**config.mk**
```make
export PLATFORM = sky130hd
export DESIGN_NAME = bitmanip_seq_unit_flat
export DESIGN_NICKNAME = d
export VERILOG_FILES = /design/src/rtl/bitmanip_pkg.sv /design/src/rtl/bitmanip_seq_unit_if.sv /design/src/rtl/bitmanip_chunk_step.sv /design/src/rtl/bitmanip_seq_unit.sv /design/src/flat_wrapper.sv
export SDC_FILE = /design/constraint.sdc
export NUM_CORES = 1
export LEC_CHECK = 0
export ABC_AREA = 1
export BUFFER_PORTS_ARGS = -buffer_cell sky130_fd_sc_hd__buf_2
export CAP_MARGIN = 25
export CORE_ASPECT_RATIO = 1.1
export CORE_MARGIN = 2
export CORE_UTILIZATION = 55
export DETAILED_ROUTE_END_ITERATION = 8
export PLACE_DENSITY = 0.86
export SETUP_SLACK_MARGIN = 0.02
export SYNTH_ARGS = -nofsm -noshare
export SYNTH_HDL_FRONTEND = slang
export SYNTH_SLANG_ARGS = --single-unit
export TNS_END_PERCENT = 20
```
**constraint.sdc**
```tcl
create_clock -name clk -period 6.9 [get_ports clk]
set_input_delay 0.345 -clock clk [delete_from_list [all_inputs] [get_ports clk]]
set_output_delay 0.345 -clock clk [all_outputs]
set_load 0.02 [all_outputs]
```
**src/rtl/bitmanip_pkg.sv**
```systemverilog
// Shared opcode/state encodings and legality check for the bit-manipulation sequencer.
// BITMANIP_BSWAP_EN makes opcode 4 (byte swap) legal.
package bitmanip_pkg;

   typedef enum logic [2:0] {
      OP_REV    = 3'd0,
      OP_POPCNT = 3'd1,
      OP_CLZ    = 3'd2,
      OP_CTZ    = 3'd3,
      OP_BSWAP  = 3'd4
   } bitmanip_op_e;

   typedef enum logic [1:0] {
      ST_IDLE = 2'd0,
      ST_BUSY = 2'd1,
      ST_DONE = 2'd2
   } bitmanip_state_e;

   function automatic logic is_legal_op(input logic [2:0] op);
`ifdef BITMANIP_BSWAP_EN
      return (op <= 3'd4);
`else
      return (op <= 3'd3);
`endif
   endfunction

   // Ops that finish in IDLE without any chunk passes.
   function automatic logic is_direct_op(input logic [2:0] op);
`ifdef BITMANIP_BSWAP_EN
      return !is_legal_op(op) || (op == 3'd4);
`else
      return !is_legal_op(op);
`endif
   endfunction

endpackage

```
**src/rtl/bitmanip_seq_unit_if.sv**
```systemverilog
// Request/response valid-ready bundle between the issuing stage and bitmanip_seq_unit.
interface bitmanip_seq_unit_if #(
   parameter int WIDTH = 64
);
   logic             req_valid;
   logic             req_ready;
   logic [2:0]       req_op;
   logic [WIDTH-1:0] req_operand;
   logic             resp_valid;
   logic             resp_ready;
   logic [WIDTH-1:0] resp_result;
   logic             resp_err;

   modport master (
      output req_valid, req_op, req_operand, resp_ready,
      input  req_ready, resp_valid, resp_result, resp_err
   );

   modport slave (
      input  req_valid, req_op, req_operand, resp_ready,
      output req_ready, resp_valid, resp_result, resp_err
   );
endinterface

```
**src/rtl/bitmanip_chunk_step.sv**
```systemverilog
// Combinational per-chunk primitives: popcount, leading/trailing zero counts,
// any-one detect and bit-reversed chunk.
module bitmanip_chunk_step #(
   parameter int CHUNK = 8,
   parameter int CNTW  = $clog2(CHUNK + 1)
) (
   input  logic [CHUNK-1:0] chunk,
   output logic [CNTW-1:0]  popcnt,
   output logic [CNTW-1:0]  lzc,
   output logic [CNTW-1:0]  tzc,
   output logic             has_one,
   output logic [CHUNK-1:0] rev
);

   always_comb begin
      popcnt = '0;
      for (int i = 0; i < CHUNK; i++) begin
         popcnt = popcnt + CNTW'(chunk[i]);
         rev[i] = chunk[CHUNK-1-i];
      end
   end

   always_comb begin
      logic found;
      lzc   = '0;
      found = 1'b0;
      for (int i = CHUNK - 1; i >= 0; i--) begin
         if (!found) begin
            if (chunk[i]) found = 1'b1;
            else          lzc   = lzc + CNTW'(1);
         end
      end
   end

   always_comb begin
      logic found;
      tzc   = '0;
      found = 1'b0;
      for (int i = 0; i < CHUNK; i++) begin
         if (!found) begin
            if (chunk[i]) found = 1'b1;
            else          tzc   = tzc + CNTW'(1);
         end
      end
   end

   assign has_one = |chunk;

endmodule

```
**src/rtl/bitmanip_seq_unit.sv**
```systemverilog
// Multi-cycle bit-manipulation stage: REV/POPCNT/CLZ/CTZ at CHUNK bits per cycle.
// Optional macro BITMANIP_BSWAP_EN adds single-cycle byte swap (opcode 4).
module bitmanip_seq_unit
   import bitmanip_pkg::*;
#(
   parameter int WIDTH = 64,
   parameter int CHUNK = 8
) (
   input logic               clk,
   input logic               rst,
   bitmanip_seq_unit_if.slave bus
);

   localparam int NCHUNK = WIDTH / CHUNK;
   localparam int CW     = (NCHUNK > 1) ? $clog2(NCHUNK) : 1;
   localparam int CNTW   = $clog2(CHUNK + 1);

   localparam logic [1:0] IDLE = ST_IDLE;
   localparam logic [1:0] BUSY = ST_BUSY;
   localparam logic [1:0] DONE = ST_DONE;

   if (WIDTH % CHUNK != 0) begin : g_bad_chunk
      $error("bitmanip_seq_unit: WIDTH must be a multiple of CHUNK");
   end

`ifdef BITMANIP_BSWAP_EN
   if (WIDTH % 8 != 0) begin : g_bad_bswap
      $error("bitmanip_seq_unit: WIDTH must be a multiple of 8 for BSWAP");
   end

   function automatic logic [WIDTH-1:0] bswap(input logic [WIDTH-1:0] v);
      logic [WIDTH-1:0] r;
      r = '0;
      for (int b = 0; b < WIDTH / 8; b++) r[b*8 +: 8] = v[(WIDTH/8-1-b)*8 +: 8];
      return r;
   endfunction
`endif

   logic [1:0]       state;
   logic [2:0]       op_q;
   logic [WIDTH-1:0] operand_q;
   logic [WIDTH-1:0] acc;
   logic [CW-1:0]    cnt;
   logic [CW-1:0]    ridx;
   logic [CW-1:0]    sidx;
   logic             stop;
   logic             settle;
   logic             resp_valid_q;
   logic             resp_err_q;

   logic [CHUNK-1:0] chunk;
   logic [CHUNK-1:0] chunk_rev;
   logic [CNTW-1:0]  pc;
   logic [CNTW-1:0]  lzc;
   logic [CNTW-1:0]  tzc;
   logic             has_one;

   // CLZ walks chunks MSB-first; everything else LSB-first. REV lands mirrored.
   always_comb begin
      ridx  = CW'(NCHUNK - 1) - cnt;
      sidx  = (op_q == OP_CLZ) ? ridx : cnt;
      chunk = operand_q[sidx*CHUNK +: CHUNK];
   end

   bitmanip_chunk_step #(
      .CHUNK (CHUNK),
      .CNTW  (CNTW)
   ) u_step (
      .chunk   (chunk),
      .popcnt  (pc),
      .lzc     (lzc),
      .tzc     (tzc),
      .has_one (has_one),
      .rev     (chunk_rev)
   );

   always_ff @(posedge clk) begin
      if (rst) begin
         state        <= IDLE;
         op_q         <= '0;
         operand_q    <= '0;
         acc          <= '0;
         cnt          <= '0;
         stop         <= 1'b0;
         settle       <= 1'b0;
         resp_valid_q <= 1'b0;
         resp_err_q   <= 1'b0;
      end else begin
         case (state)
            IDLE: begin
               if (bus.req_valid) begin
                  op_q       <= bus.req_op;
                  operand_q  <= bus.req_operand;
                  acc        <= '0;
                  cnt        <= '0;
                  stop       <= 1'b0;
                  resp_err_q <= !is_legal_op(bus.req_op);
                  // Direct ops answer on the same cadence as a one-chunk pass.
                  settle     <= is_direct_op(bus.req_op);
                  state      <= is_direct_op(bus.req_op) ? DONE : BUSY;
`ifdef BITMANIP_BSWAP_EN
                  if (bus.req_op == OP_BSWAP) acc <= bswap(bus.req_operand);
`endif
               end
            end
            BUSY: begin
               case (op_q)
                  OP_REV:    acc[ridx*CHUNK +: CHUNK] <= chunk_rev;
                  OP_POPCNT: acc <= acc + WIDTH'(pc);
                  OP_CLZ, OP_CTZ: begin
                     if (!stop) begin
                        acc <= acc + WIDTH'((op_q == OP_CLZ) ? lzc : tzc);
                        if (has_one) stop <= 1'b1;
                     end
                  end
                  default: ;
               endcase
               if (cnt == CW'(NCHUNK - 1)) state <= DONE;
               else                        cnt   <= cnt + CW'(1);
            end
            DONE: begin
               if (!resp_valid_q) begin
                  if (settle) settle       <= 1'b0;
                  else        resp_valid_q <= 1'b1;
               end else if (bus.resp_ready) begin
                  resp_valid_q <= 1'b0;
                  state        <= IDLE;
               end
            end
            default: state <= IDLE;
         endcase
      end
   end

   assign bus.req_ready   = (state == IDLE) && !rst;
   assign bus.resp_valid  = resp_valid_q;
   assign bus.resp_result = acc;
   assign bus.resp_err    = resp_err_q;

endmodule

```
**src/flat_wrapper.sv**
```systemverilog
// flat-port wrapper written by rule: the top's interface ports become plain ports
module bitmanip_seq_unit_flat import bitmanip_pkg::*;
#(
   parameter int WIDTH = 64,
   parameter int CHUNK = 8
)
  (clk, rst, bus_req_valid, bus_req_op, bus_req_operand, bus_resp_ready, bus_req_ready, bus_resp_valid, bus_resp_result, bus_resp_err);
  bitmanip_seq_unit_if #(.WIDTH(WIDTH)) bus_i ();
  input logic clk;
  input logic rst;
  input wire logic [$bits(bus_i.req_valid)-1:0] bus_req_valid;
  input wire logic [$bits(bus_i.req_op)-1:0] bus_req_op;
  input wire logic [$bits(bus_i.req_operand)-1:0] bus_req_operand;
  input wire logic [$bits(bus_i.resp_ready)-1:0] bus_resp_ready;
  output wire logic [$bits(bus_i.req_ready)-1:0] bus_req_ready;
  output wire logic [$bits(bus_i.resp_valid)-1:0] bus_resp_valid;
  output wire logic [$bits(bus_i.resp_result)-1:0] bus_resp_result;
  output wire logic [$bits(bus_i.resp_err)-1:0] bus_resp_err;
  assign bus_i.req_valid = bus_req_valid;
  assign bus_i.req_op = bus_req_op;
  assign bus_i.req_operand = bus_req_operand;
  assign bus_i.resp_ready = bus_resp_ready;
  assign bus_req_ready = bus_i.req_ready;
  assign bus_resp_valid = bus_i.resp_valid;
  assign bus_resp_result = bus_i.resp_result;
  assign bus_resp_err = bus_i.resp_err;
  bitmanip_seq_unit #(.WIDTH(WIDTH), .CHUNK(CHUNK)) u_core (.clk(clk), .rst(rst), .bus(bus_i));
endmodule
```
# Word-level counts from Yosys, hierarchy flattened
# Cells that the tools add are included.
# totals
ff_bits,140
inputBits,71
output_inout_bits,67
word_cells,146
# op_classes
add_sub_neg,26
n_lt_le_gt_ge,1
eq_ne,15
shifts,3
mux,77
reduce_logical,15
# op_table
op,count
$pmux W64 S3,1
$mux W64,2
$pmux W64 S2,1
$mux W4,29
$add A64 B4 Y64,1
$add A64 B64 Y64,1
$bwmux W64,1
$shift A8 B34 Y64 const A,1
$shiftx A64 B7 Y8,1
$shiftx A8 B34 Y64,1
$add A4 B1 Y4 const B,14
$neg A6 Y34,1
$mux W1,31
$add A4 B1 Y4,4
$mux W2,5
$ne A2 B2 Y1 const B,5
$mux W3,3
$reduce_and A3 Y1,3
$reduce_and A4 Y1,2
$reduce_or A8 Y1,1
$eq A3 B2 Y1 const B,2
$pmux W2 S3,1
$pmux W3 S2,1
$add A3 B1 Y4,1
20 further kinds,24

# Logic depth before layout (Yosys ltp)
# logic_depth
word_depth,30
ltp_mapped,51
ltp_nobuf,50

# Modules after synthesis
# A second synthesis with hierarchy kept.
# hier_totals
hier_cells,1688
area_unflattened_um2,10221.1
# modules_own_cells
mod,n_inst,cells_per_inst,area_each_um2,seq_area_each_um2
bitmanip_seq_unit,1,1510,9133.8,2802.7
bitmanip_chunk_step,1,178,1087.3,0.0

# Worst setup path after synthesis
# No wires, ideal clock.
# synth_timing
path_kind,reg2reg
from,register u_core.op_q[1]
to,register u_core.acc[51] (netlist: u_core.bus.resp_result[51])
setup_time_ps,132
t_arrival_ps,6145
t_required_ps,6768
slack_ps,623
path_stages_with_launch,48
path_buffers,1
period_less_slack_ps,6277
path_cell_list,dfxtp_1 nand3_4 nand2_1 nand2_4 inv_2 buf_6 nand3_1 nand3_1 nand2_2 nand2_2 inv_2 ha_1 inv_1 a21oi_1 ha_1 nand2_1 o211ai_1 nand2_1 [... 12 more ...] nand2_1 ha_1 nand2_1 nand2_1 a21oi_1 o21ai_1 nand2_1 nor2_1 inv_1 nor2_1 inv_1 nor2_1 nand3_1 o21ai_0 a21oi_1 nand3b_1 nand3_1 a21oi_1
# synth_via
elab_chain_cells,30
elab_cells_between_ends,89
classes_between,23 x add/sub; 5 x eq/ne; 2 x shift; 56 x mux; 3 x reduce/logical
# synth_lines
element,line,rtl
"start, declared",bitmanip_seq_unit.sv:40,logic [2:0] op_q;
"start signal, assigned",bitmanip_seq_unit.sv:92,op_q <= bus.req_op;
$eq A3 B2 Y1,"bitmanip_seq_unit.sv:61, bitmanip_seq_unit.sv:107, bitmanip_seq_unit.sv:112",
$mux W3,bitmanip_seq_unit.sv:61,sidx = (op_q == OP_CLZ) ? ridx : cnt;
$shiftx A64 B7 Y8,bitmanip_seq_unit.sv:62,chunk = operand_q[sidx*CHUNK +: CHUNK];
"$mux W1, on equally long branches","bitmanip_chunk_step.sv:41, bitmanip_chunk_step.sv:29",
"$add A4 B1 Y4, on equally long branches","bitmanip_chunk_step.sv:42, bitmanip_chunk_step.sv:30",
"$mux W4, on equally long branches","bitmanip_chunk_step.sv:41, bitmanip_chunk_step.sv:29",
"$mux W4, on equally long branches","bitmanip_chunk_step.sv:40, bitmanip_chunk_step.sv:28",
"$add A4 B1 Y4, on equally long branches","bitmanip_chunk_step.sv:42, bitmanip_chunk_step.sv:30",
[... 14 more ...],--,
"$add A4 B1 Y4, on equally long branches","bitmanip_chunk_step.sv:42, bitmanip_chunk_step.sv:30",
"$mux W4, on equally long branches","bitmanip_chunk_step.sv:41, bitmanip_chunk_step.sv:29",
"$mux W4, on equally long branches","bitmanip_chunk_step.sv:40, bitmanip_chunk_step.sv:28",
$mux W4,bitmanip_seq_unit.sv:112,acc <= acc + WIDTH'((op_q == OP_CLZ) ? lzc : tzc);
$add A64 B64 Y64,bitmanip_seq_unit.sv:112,
$mux W64,bitmanip_seq_unit.sv:111,if (!stop) begin
$pmux W64 S3,bitmanip_seq_unit.sv:107,case (op_q)
$pmux W64 S2,bitmanip_seq_unit.sv:89,case (state)
"end signal, assigned by index",bitmanip_seq_unit.sv:108,OP_REV: acc[ridx*CHUNK +: CHUNK] <= chunk_rev;
"end signal, assigned",bitmanip_seq_unit.sv:109,OP_POPCNT: acc <= acc + WIDTH'(pc);
"end signal, assigned",bitmanip_seq_unit.sv:112,
"end, declared",bitmanip_seq_unit.sv:42,logic [WIDTH-1:0] acc;
# Several ways; a longest one is shown, not always the timed one. The select of a mux whose other input is x is not followed.
# A chain may end at the register's enable or synchronous reset.

# Worst setup path after layout
# layout_timing
from,register u_core.op_q[2]
to,register u_core.acc[34] (netlist: u_core.bus.resp_result[34])
# Same word-level chain as after synthesis.

==> results by group <==
Yosys
  – Number of standard cells after synthesis: ~1.9k
  – Syn Nets: 2022
  – Post-synthesis cell area: 11400 um2
  – Synth top area share: 0.247
  – Fraction of the yosys area taken by sequential cells: 0.247
  – Warning count from the yosys run: 0
  – Avg Inst Size Synth: 5.91 um2
  – Unique masters post-synth: ~50
  – Main flop type after synthesis: dfxtp_1
  – Area contributors post-synth: dfxtp_1 (25%), nand2_1 (12%), a21oi_1 (8.7%)
  – FFs w/ async S/R, synth: 0
  – Post-synth EDFFs: 0
  – Cell type with the largest total area after synthesis: dfxtp_1
  – Most frequently used cell type in the post-synthesis netlist: nand2_1
  – Register bit count reported by yosys: 140
  – Most frequent cells after synthesis: nand2_1 (374), inv_1 (259), nor2_1 (217), a21oi_1 (198), o21ai_0 (195)

Clocking
  – Number of buffers added by the clock tree synthesis step: 17
  – Clk slew on worst S/H paths: 0.07 ns
  – H-Tree Level Count: 4
  – CTS Hold Buffers Added: 0
  – TritonCTS clock tree: yes
  – Number of buffers between clock root and the deepest sink: 2
  – Number of clock sinks: 140
  – CTS Root Buffer Type: clkbuf_16
  – Worst skew pair latency: 0.44 ns

STA
  – Clock period minus worst slack: 6.72 ns
  – Setup TNS after final layout: 0 ns
  – Final Hold Violating Endpoints: 0
  – Share of the clock period used by the worst path: 0.974
  – Number of max-slew violations in the final report: 0
  – Transition time of the tightest slew-check pin: 0.994 ns
  – Final setup skew: between 0.01 and 0.015 ns
  – Maximum achievable frequency: 0.149 GHz
  – RSZ-0062 raised after global routing: true
  – Rel. slew slack: 0.331
  – Number of setup violations in the final report: 0

Cells and area
  – Total area of multi-input combinational cells: 7460 um2
  – End-of-flow core utilization: 0.650
  – Share of layout cells above drive strength 1: 0.152
  – Area growth syn-to-layout: 16.9%
  – Number of diodes added for antenna fixing: 0
  – Sequential cell area: 2810 um2
  – Area of all placed cells without fillers: between 10000 and 15000 um2
  – Final net count: 2156
  – Count of filler cells inserted in the layout: 1914

Critical path
  – Standard cell with the maximum stage delay on the critical path: dfxtp_2
  – Largest stage delay on the critical path: 0.34 ns
  – Endpoint arrival time on the critical path: between 6 and 7 ns
  – Req. time, crit path: between 7 and 8 ns
  – Most Frequent Cell on Critical Path: nand2_1
  – Worst-path maximum fanout: 8
  – Largest delay contributor family on the critical path: simple AND/OR/NAND/NOR gates
  – CP Class: reg -> reg
  – Critical Path End Type: flip-flop
  – Startpoint class of the critical path: flip-flop
  – Combined buffer and inverter count along the critical path: 9

Routing
  – Starting DRC count in detailed routing: around 1.7k
  – Per-cell via count in the routed design: 6.23
  – Number of routed nets with antenna violations: 0
  – Detailed-route DRC error count: 0
  – Total iterations of the first detailed-routing run: 8
  – Via count: 14.5k
  – Average detailed-routed wire length per instance: 19.8 um
  – Final WL: 45900 um

Global route
  – Number of global-route vias before repair: 13.2k
  – Met2 Resource Use GR: 0.671
  – Largest net degree at the start of global routing: around 110
  – Met3 track utilization from global routing: 0.0672
  – Total routing usage reported by global routing: 0.401
  – Number of antenna violations at the first check in global routing: 0
  – Fraction of met1 tracks used by global routing: 0.453
  – Global-route wire length before repair: 69000 um
  – Most heavily used metal layer in global routing: met2
  – Aggregate global routing overflow: 0

Pwr
  – Peak supply drop: 0.270 mV
  – Internal power consumption: 2.65 mW
  – Leak pwr: 5.08 nW
  – Proportion of power drawn by the clock network: 0.173
  – Total Power: between 5 and 6 mW
  – Switching pwr: between 3 and 4 mW
  – Switching part of the total power: 0.541
  – Reg power frac: 0.176
  – Combinational group share of total power: 0.651
  – PD cells: around 430 nW/um2

Die
  – Area inside the core boundary: between 20000 and 25000 um2
  – Starting density of the core: 0.556
  – I/O pin count: 138
  – Die width: 141 um
  – Total die area: 21800 um2
  – Cell Rows: 55
  – Floorplan die height: ~150 um

Hold path
  – Type of the tightest min-delay check: in -> reg

Job
  – Max cap viols: 0

Placed design
  – Final estimated routing congestion in global placement: 1.05
  – Half-perimeter wire length after placement: 33400 um
  – Buffers added on ports: ~140
  – Cell Area, Placed: 12300 um2

Status
  – Outcome: complete, no violations
## state kept, by name, indices dropped and copies added, names as in the netlist
name                    flops
u_core.settle               1
u_core.cnt                  3
u_core.operand_q           64
u_core.stop                 1
u_core.state                2
u_core.bus.resp_err         1
u_core.bus.resp_valid       1
u_core.bus.resp_result     64
u_core.op_q                 3
## worst paths after layout
kind                                                    to           startpoint  slack (ns)  cells past startpoint
worst max-delay path            u_core.bus.resp_result[34]       u_core.op_q[2]        0.18                     48
worst min-delay path                  u_core.operand_q[24]  bus_req_operand[24]        0.14                      3
worst max register to register  u_core.bus.resp_result[34]       u_core.op_q[2]        0.18                     48
worst min register to register         u_core.operand_q[6]  u_core.operand_q[6]        0.46                      2
## per-stage QoR
stage | worst slack (ns) | cells | hold slack, ns
finish | 0.181 | 2324 | 0.138
global route | -0.0999 | 2324 | 0.161
CTS | 0.00297 | 2307 | 0.143
detailed placement | -0.0830 | 2275 | 0.448
global placement | 0.184 | 2275 | 0.446
floorplan | 0.623 | 1921 | 0.430
## tightest hold or removal path, delay by kind of cell
| kind | cells | cell delay [ns] |
|---|---|---|
| simple gates | 2 | 0.11 |
| buf+inv | 1 | 0.07 |
## routing by layer
| layer | part of all wire | wire length [um] |
|---|---|---|
| met1 | 0.35 | 16000 |
| met4 | 0.086 | 3930 |
| met2 | 0.47 | 21400 |
| met3 | 0.10 | 4630 |
| met5 | 0 | 0 |
## layout make-up
class	instances	area share
multi-input cells	1440	0.562
flip-flops and latches	140	0.211
inverters	276	0.0784
repair buffers	180	0.0772
clock buffers	17	0.0320
well taps	256	0.0241
clock inverters	15	0.0147
## power by group through the flow
stage | Sequential, mW | Clock [mW] | Combinational, mW
2_1_floorplan | 1.02 | 0 | 2.42
3_3_place_gp | 1.02 | 0 | 3.23
3_5_place_dp | 1.03 | 0 | 3.39
4_1_cts | 1.01 | 0.993 | 3.42
5_1_grt | 1.03 | 1.02 | 4.07
6_report | 1.02 | 0.998 | 3.76
## cell families after synthesis
group	Yosys count	synth area share
buf+inv	343	0.117
flops	140	0.247
xor+xnor	9	0.00760
compound gates	469	0.225
fa+ha+maj	30	0.0364
simple gates	930	0.367
## layout by cell type, fill, tap and decap left out, types with 3 or more instances in the layout
cell,count
o31ai_1,6
nand3_4,3
nand2_4,12
inv_1,253
fa_1,5
nor3_1,72
a21oi_1,196
clkbuf_16,17
nand3b_1,17
o221ai_1,13
o32ai_1,4
inv_6,5
inv_8,4
nand2_8,3
buf_2,137
xor2_1,7
a211oi_1,3
dfxtp_1,138
nor2_4,10
o21ai_1,17
inv_2,16
nor2_1,206
buf_4,41
nand3_1,164
nand3_2,8
nand2_1,362
o22ai_1,6
nor2_2,8
ha_1,25
nor4_1,14
o211ai_1,7
o311ai_0,13
nand4_1,21
clkinv_1,5
o21ai_0,190
nand2_2,22
## timing repair
item	4_1_cts	5_1_grt
cloned	0	2
setup endpoints to repair	8	47
resized for setup	5	60
pin swaps	0	15
buffers inserted	0	14
(Power assumes the default switching activity.)
